File: config.mk
export PLATFORM = sky130hd
export DESIGN_NAME = hidden_cpu_sequencer
export DESIGN_NICKNAME = d
export VERILOG_FILES = /design/src/rtl/hidden_cpu_sequencer.sv
export SDC_FILE = /design/constraint.sdc
export NUM_CORES = 1
export LEC_CHECK = 0
export CORE_MARGIN = 3
export CORE_UTILIZATION = 45
export DETAILED_ROUTE_END_ITERATION = 12
export GPL_TIMING_DRIVEN = 0
export SLEW_MARGIN = 30
export SYNTH_ARGS = -nofsm -noshare
export SYNTH_HDL_FRONTEND = slang
export SYNTH_SLANG_ARGS = --single-unit
File: constraint.sdc
create_clock -name clk -period 6.55 [get_ports clk]
set_input_delay 1.6375 -clock clk [delete_from_list [all_inputs] [get_ports clk]]
set_output_delay 1.6375 -clock clk [all_outputs]
set_load 0.01 [all_outputs]
File: src/rtl/hidden_cpu_sequencer.sv
// Program store and run controller for the HiddenCPU core.
// Optional single-step in HALT: define HIDDEN_SEQ_STEP_EN.
module hidden_cpu_sequencer #(
    parameter int DEPTH      = 16,
    parameter int ADDR_W     = 4,
    parameter int MAX_CYCLES = 200
) (
    input  logic       clk,
    input  logic       rst,
    input  logic       load_valid,
    output logic       load_ready,
    input  logic [5:0] load_data,
    input  logic       load_last,
    input  logic       start,
    input  logic       halt_req,
    input  logic       step,
    input  logic [7:0] pc_in,
    output logic [5:0] instr,
    output logic       cpu_rst,
    output logic       cpu_clk_en,
    output logic       busy,
    output logic       done,
    output logic       timeout,
    output logic [7:0] cycles
);

    localparam int PTR_W = ADDR_W + 1;
    localparam logic [7:0] MAXC = 8'(MAX_CYCLES);

    typedef enum logic [2:0] {
        IDLE, RESET_CORE, RUN, HALT, DONE
    } state_t;

    state_t           state;
    logic [5:0]       mem [DEPTH];
    logic [PTR_W-1:0] wr_ptr;
    logic [PTR_W-1:0] prog_len;

    logic load_fire, pc_end, at_max, run_go, step_req, step_go;

    assign load_ready = (state == IDLE || state == DONE)
                      && (wr_ptr < PTR_W'(DEPTH));
    assign load_fire  = load_valid && load_ready;
    assign pc_end     = pc_in >= 8'(prog_len);
    assign at_max     = cycles == MAXC;
    assign run_go     = (state == RUN) && !pc_end && !at_max && !halt_req;

`ifdef HIDDEN_SEQ_STEP_EN
    // a resume request wins over a step on the same cycle
    assign step_req = (state == HALT) && step && !(start && !halt_req);
`else
    logic step_unused;
    assign step_unused = step;
    assign step_req    = 1'b0;
`endif

    assign step_go    = step_req && !pc_end && !at_max;
    assign cpu_rst    = state == RESET_CORE;
    assign cpu_clk_en = cpu_rst || run_go || step_go;
    assign instr      = (state == RUN || state == HALT || state == DONE)
                      ? mem[pc_in[ADDR_W-1:0]] : 6'b0;

    always_ff @(posedge clk) begin
        if (load_fire)
            mem[wr_ptr[ADDR_W-1:0]] <= load_data;
    end

    always_ff @(posedge clk or negedge rst) begin
        if (!rst) begin
            state    <= IDLE;
            wr_ptr   <= '0;
            prog_len <= '0;
            cycles   <= '0;
            timeout  <= 1'b0;
            busy     <= 1'b0;
            done     <= 1'b0;
        end else begin
            if (load_fire) begin
                if (load_last || wr_ptr == PTR_W'(DEPTH - 1)) begin
                    prog_len <= wr_ptr + 1'b1;
                    wr_ptr   <= '0;
                end else begin
                    wr_ptr <= wr_ptr + 1'b1;
                end
            end
            if ((run_go || step_go) && cycles != 8'hff)
                cycles <= cycles + 1'b1;
            unique case (state)
                IDLE, DONE: begin
                    if (start && prog_len != '0) begin
                        state   <= RESET_CORE;
                        busy    <= 1'b1;
                        done    <= 1'b0;
                        cycles  <= '0;
                        timeout <= 1'b0;
                    end
                end
                RESET_CORE: state <= RUN;
                RUN: begin
                    if (pc_end || at_max) begin
                        state   <= DONE;
                        busy    <= 1'b0;
                        done    <= 1'b1;
                        timeout <= !pc_end;
                    end else if (halt_req) begin
                        state <= HALT;
                    end
                end
                HALT: begin
                    if (!halt_req && start) begin
                        state <= RUN;
                    end else if (step_req && (pc_end || at_max)) begin
                        state   <= DONE;
                        busy    <= 1'b0;
                        done    <= 1'b1;
                        timeout <= !pc_end;
                    end
                end
                default: state <= IDLE;
            endcase
        end
    end

endmodule

==> key figures <==
Power
  – Register share of total power: 40.9%
  – Peak supply drop: 0.216 mV
  – Clk pwr share: 46.9%
  – Power Density: 324 nW/µm²
  – Sw Share: 23.1%
  – Combinational share of power: 12.1%
  – Cell internal pwr: 1.59 mW
  – Leakage: 2.28 nW
  – Sw Pwr: 0.479 mW

Global routing
  – GRT Overall Usage: 18.1%
  – Initial antenna violation count: 0
  – Congestion Overflow GR: 0
  – Largest net degree at the start of global routing: 25
  – First-pass GRT wire length: 17100 µm
  – Number of global-route vias before repair: 3032

Hold path
  – Worst min path class: flip-flop to flip-flop

Floorplanning
  – Initial core utilization: 47.1%
  – Die Ht: 114 µm
  – I/O Pins: 41
  – Die area: 12900 µm²
  – Rows: 38
  – Width of the die: 114 µm
  – Core ar.: 11100 µm²

Synth
  – Synth warnings: 0
  – Yosys cell types: 44
  – Mapped Avg Cell Area: 15.5 µm²
  – Gate count of the mapped netlist: 337
  – Register area share after synthesis: 66.7%
  – Cell taking the most area after synthesis: edfxtp_1
  – Top post-synthesis cells by count: 96 x edfxtp_1, 24 x dfrtp_1, 24 x mux4_2
  – Mapped cell area: 5220 µm²
  – Count leader, synth: edfxtp_1
  – Register bit total from synthesis: 120
  – Synth area leaders: edfxtp_1 55%, dfrtp_1 12%, mux4_2 10%
  – Ys async rst share: 20.0%
  – Post-synth EDFFs: 96
  – Post-synth top area share: 55.2%
  – Top_reg_cell synth: edfxtp_1
  – Synthesized Nets: 370

Worst setup path
  – Levels on crit path: 7
  – Worst setup EP type: primary output
  – Setup crit end: instr[4]
  – RR Startpoint: wr_ptr[0]$_DFFE_PN0P_
  – Worst Path Max Fanout: 10
  – CP Launch Type: input pin
  – Max stage delay on crit path: 580 ps
  – Worst Path Buf+Inv: 4
  – CP Data Required Time: 4910 ps
  – Worst EP arrival: 4340 ps
  – Reg2Reg Setup Slack: 4240 ps
  – CP Class: input pin to primary output
  – Slowest CP cell: clkdlybuf4s50_1
  – Worst reg2reg path depth: 7
  – Worst setup path start: pc_in[2]
  – CP Cell Sequence: clkdlybuf4s50_1 -> clkbuf_1 -> clkbuf_1 -> mux4_2 -> mux2i_1 -> o22ai_1 -> clkdlybuf4s50_1
  – Delay-heaviest family, CP: buffers and inverters
  – Reg-to-reg endpoint: prog_len[1]$_DFFE_PN0P_

Routing
  – Drt total wl: 10900 µm
  – Drt wl/cell: 19.9 µm
  – Via-to-Cell Ratio: 5.52
  – DRC: 0
  – Post-DRT Antenna Nets: 0
  – Via count: 3022
  – DRT iter0 DRCs: 318
  – Drt pass-1 iters: 4

Clock tree
  – Worst-Skew Late Latency: 420 ps
  – Post-CTS Setup Inserts: 0
  – Cts bufs inserted: 17
  – CTS root buf: clkbuf_16
  – # hold bufs at CTS: 0
  – Reg clk slew, reported paths: 50 ps
  – Post_cts resized: 0
  – TritonCTS clock tree: done
  – H-tree levels: 4
  – Clock Path Buffers: 2
  – CTS sink count: 120

Timing
  – Final worst path period need: 5970 ps
  – Worst-Margin Slew: 856 ps
  – Post-route setup slack: 577 ps
  – Endpoints failing setup: 0
  – Rel. slew slack: 42.9%
  – Achievable Freq: 167 MHz
  – RSZ-0062 raised after global routing: false
  – Clk_skew: 13.4 ps
  – Final Slew Violations: 0
  – Hold Violations, Final: 0
  – Period utilisation layout: 91.2%
  – Setup TNS: 0 ps
  – Worst Hold Slack: 509 ps

Final layout
  – Layout area overhead: 22.6%
  – ANT cells: 0
  – Register area: 3480 µm²
  – Final #Nets: 427
  – Finished Core Util: 57.8%
  – # fillers: 900
  – Multi-input gate area: 1610 µm²
  – Layout cells sized above 1: 16.5%

Outcome
  – Status: complete, no violations

Place
  – Port Buffer Count: 38
  – Post-detail-place hpwl: 7510 µm
  – Pre-CTS WS: 575 ps
  – Routability Congestion: 0.820

Job
  – Maxcap violations: 0
## flip-flops by register name, indices dropped and copies added (netlist names)
| register | count |
|---|---|
| mem | 96 |
| prog_len | 5 |
| busy | 1 |
| state | 3 |
| timeout | 1 |
| cycles | 8 |
| wr_ptr | 5 |
| done | 1 |
## cell type report
cell class / count / area share, %
multi-input combinational: 186 / 25.1
tap: 140 / 2.74
sequential: 120 / 54.4
timing repair buffer: 38 / 5.86
clock buffer: 17 / 6.64
buffer: 16 / 1.25
inverter: 15 / 0.879
clock inverter: 15 / 3.15
## worst min-delay path by stage
stage	from	endpoint	slack, ps	cells after the start
detailed placement	done$_DFFE_PN0P_	done$_DFFE_PN0P_	500	1
floorplan	prog_len[0]$_DFFE_PN0P_	prog_len[0]$_DFFE_PN0P_	470	2
global route	prog_len[1]$_DFFE_PN0P_	prog_len[1]$_DFFE_PN0P_	550	1
finish	done$_DFFE_PN0P_	done$_DFFE_PN0P_	510	1
global placement	prog_len[0]$_DFFE_PN0P_	prog_len[0]$_DFFE_PN0P_	500	2
CTS	done$_DFFE_PN0P_	done$_DFFE_PN0P_	520	1
## layout by cell type (no fill, tap or decap), types with 2 or more instances in the layout
| master | count |
|---|---|
| a211oi_1 | 2 |
| a21o_1 | 2 |
| a21oi_1 | 14 |
| and2_1 | 7 |
| and3_1 | 8 |
| buf_2 | 5 |
| buf_6 | 2 |
| bufinv_16 | 4 |
| clkbuf_1 | 9 |
| clkbuf_16 | 17 |
| clkdlybuf4s50_1 | 37 |
| clkinv_2 | 2 |
| clkinv_4 | 4 |
| clkinvlp_4 | 2 |
| dfrtp_1 | 24 |
| edfxtp_1 | 96 |
| ha_1 | 12 |
| inv_1 | 15 |
| inv_6 | 2 |
| mux2i_1 | 12 |
| mux4_2 | 24 |
| nand2_1 | 19 |
| nand2b_1 | 3 |
| nand3_1 | 6 |
| nand3b_1 | 2 |
| nand4_1 | 2 |
| nor2_1 | 14 |
| nor2b_1 | 3 |
| nor3_1 | 4 |
| nor3_2 | 2 |
| nor4_1 | 4 |
| o211ai_1 | 2 |
| o21ai_0 | 11 |
| o22ai_1 | 6 |
| o31ai_1 | 6 |
| or2_1 | 2 |
| or2_2 | 2 |
| or4_1 | 5 |
## layer usage
metal  share of wire, %  vias to the layer above  global-route usage [%]
met5                  0                        -                       0
met4               0.42                        0                    6.57
met3                5.1                        5                    4.77
met2                 47                       84                    27.0
met1                 47                     1507                    25.8
li1                   -                     1426                       -
## power by group through the flow
stage / logic (mW) / registers [mW] / clock network, mW
after CTS: 0.255 / 0.849 / 0.986
final: 0.252 / 0.849 / 0.973
after global placement: 0.250 / 0.863 / 0
after global routing: 0.278 / 0.852 / 1.02
after floorplan: 0.136 / 0.865 / 0
after detailed placement: 0.254 / 0.864 / 0
## per-stage QoR
stage / power [mW] / cells / cell area (µm²)
2_1_floorplan: 1.00 / 337 / 5220
3_3_place_gp: 1.11 / 515 / 5780
3_5_place_dp: 1.12 / 515 / 5780
4_1_cts: 2.09 / 547 / 6400
5_1_grt: 2.15 / 547 / 6400
6_report: 2.07 / 547 / 6400
## cell families after synthesis
kind of cell	count (synthesis)	share of synthesized area [%]
buf+inv	31	2.61
flops	120	66.7
fa+ha+maj	12	2.88
compound gates	49	5.70
xor+xnor	2	0.336
simple gates	86	8.89
mux	37	12.9
## worst reg2reg max path: cells and delay by family (launching register included)
kind / cells / cell delay [ps]
AND/OR/NAND/NOR: 3 / 570
adder cells (fa/ha/maj): 2 / 530
flip-flops: 1 / 450
multiplexers: 1 / 360
buffers and inverters: 1 / 290
No activity file was read; power rests on OpenSTA's default activity.
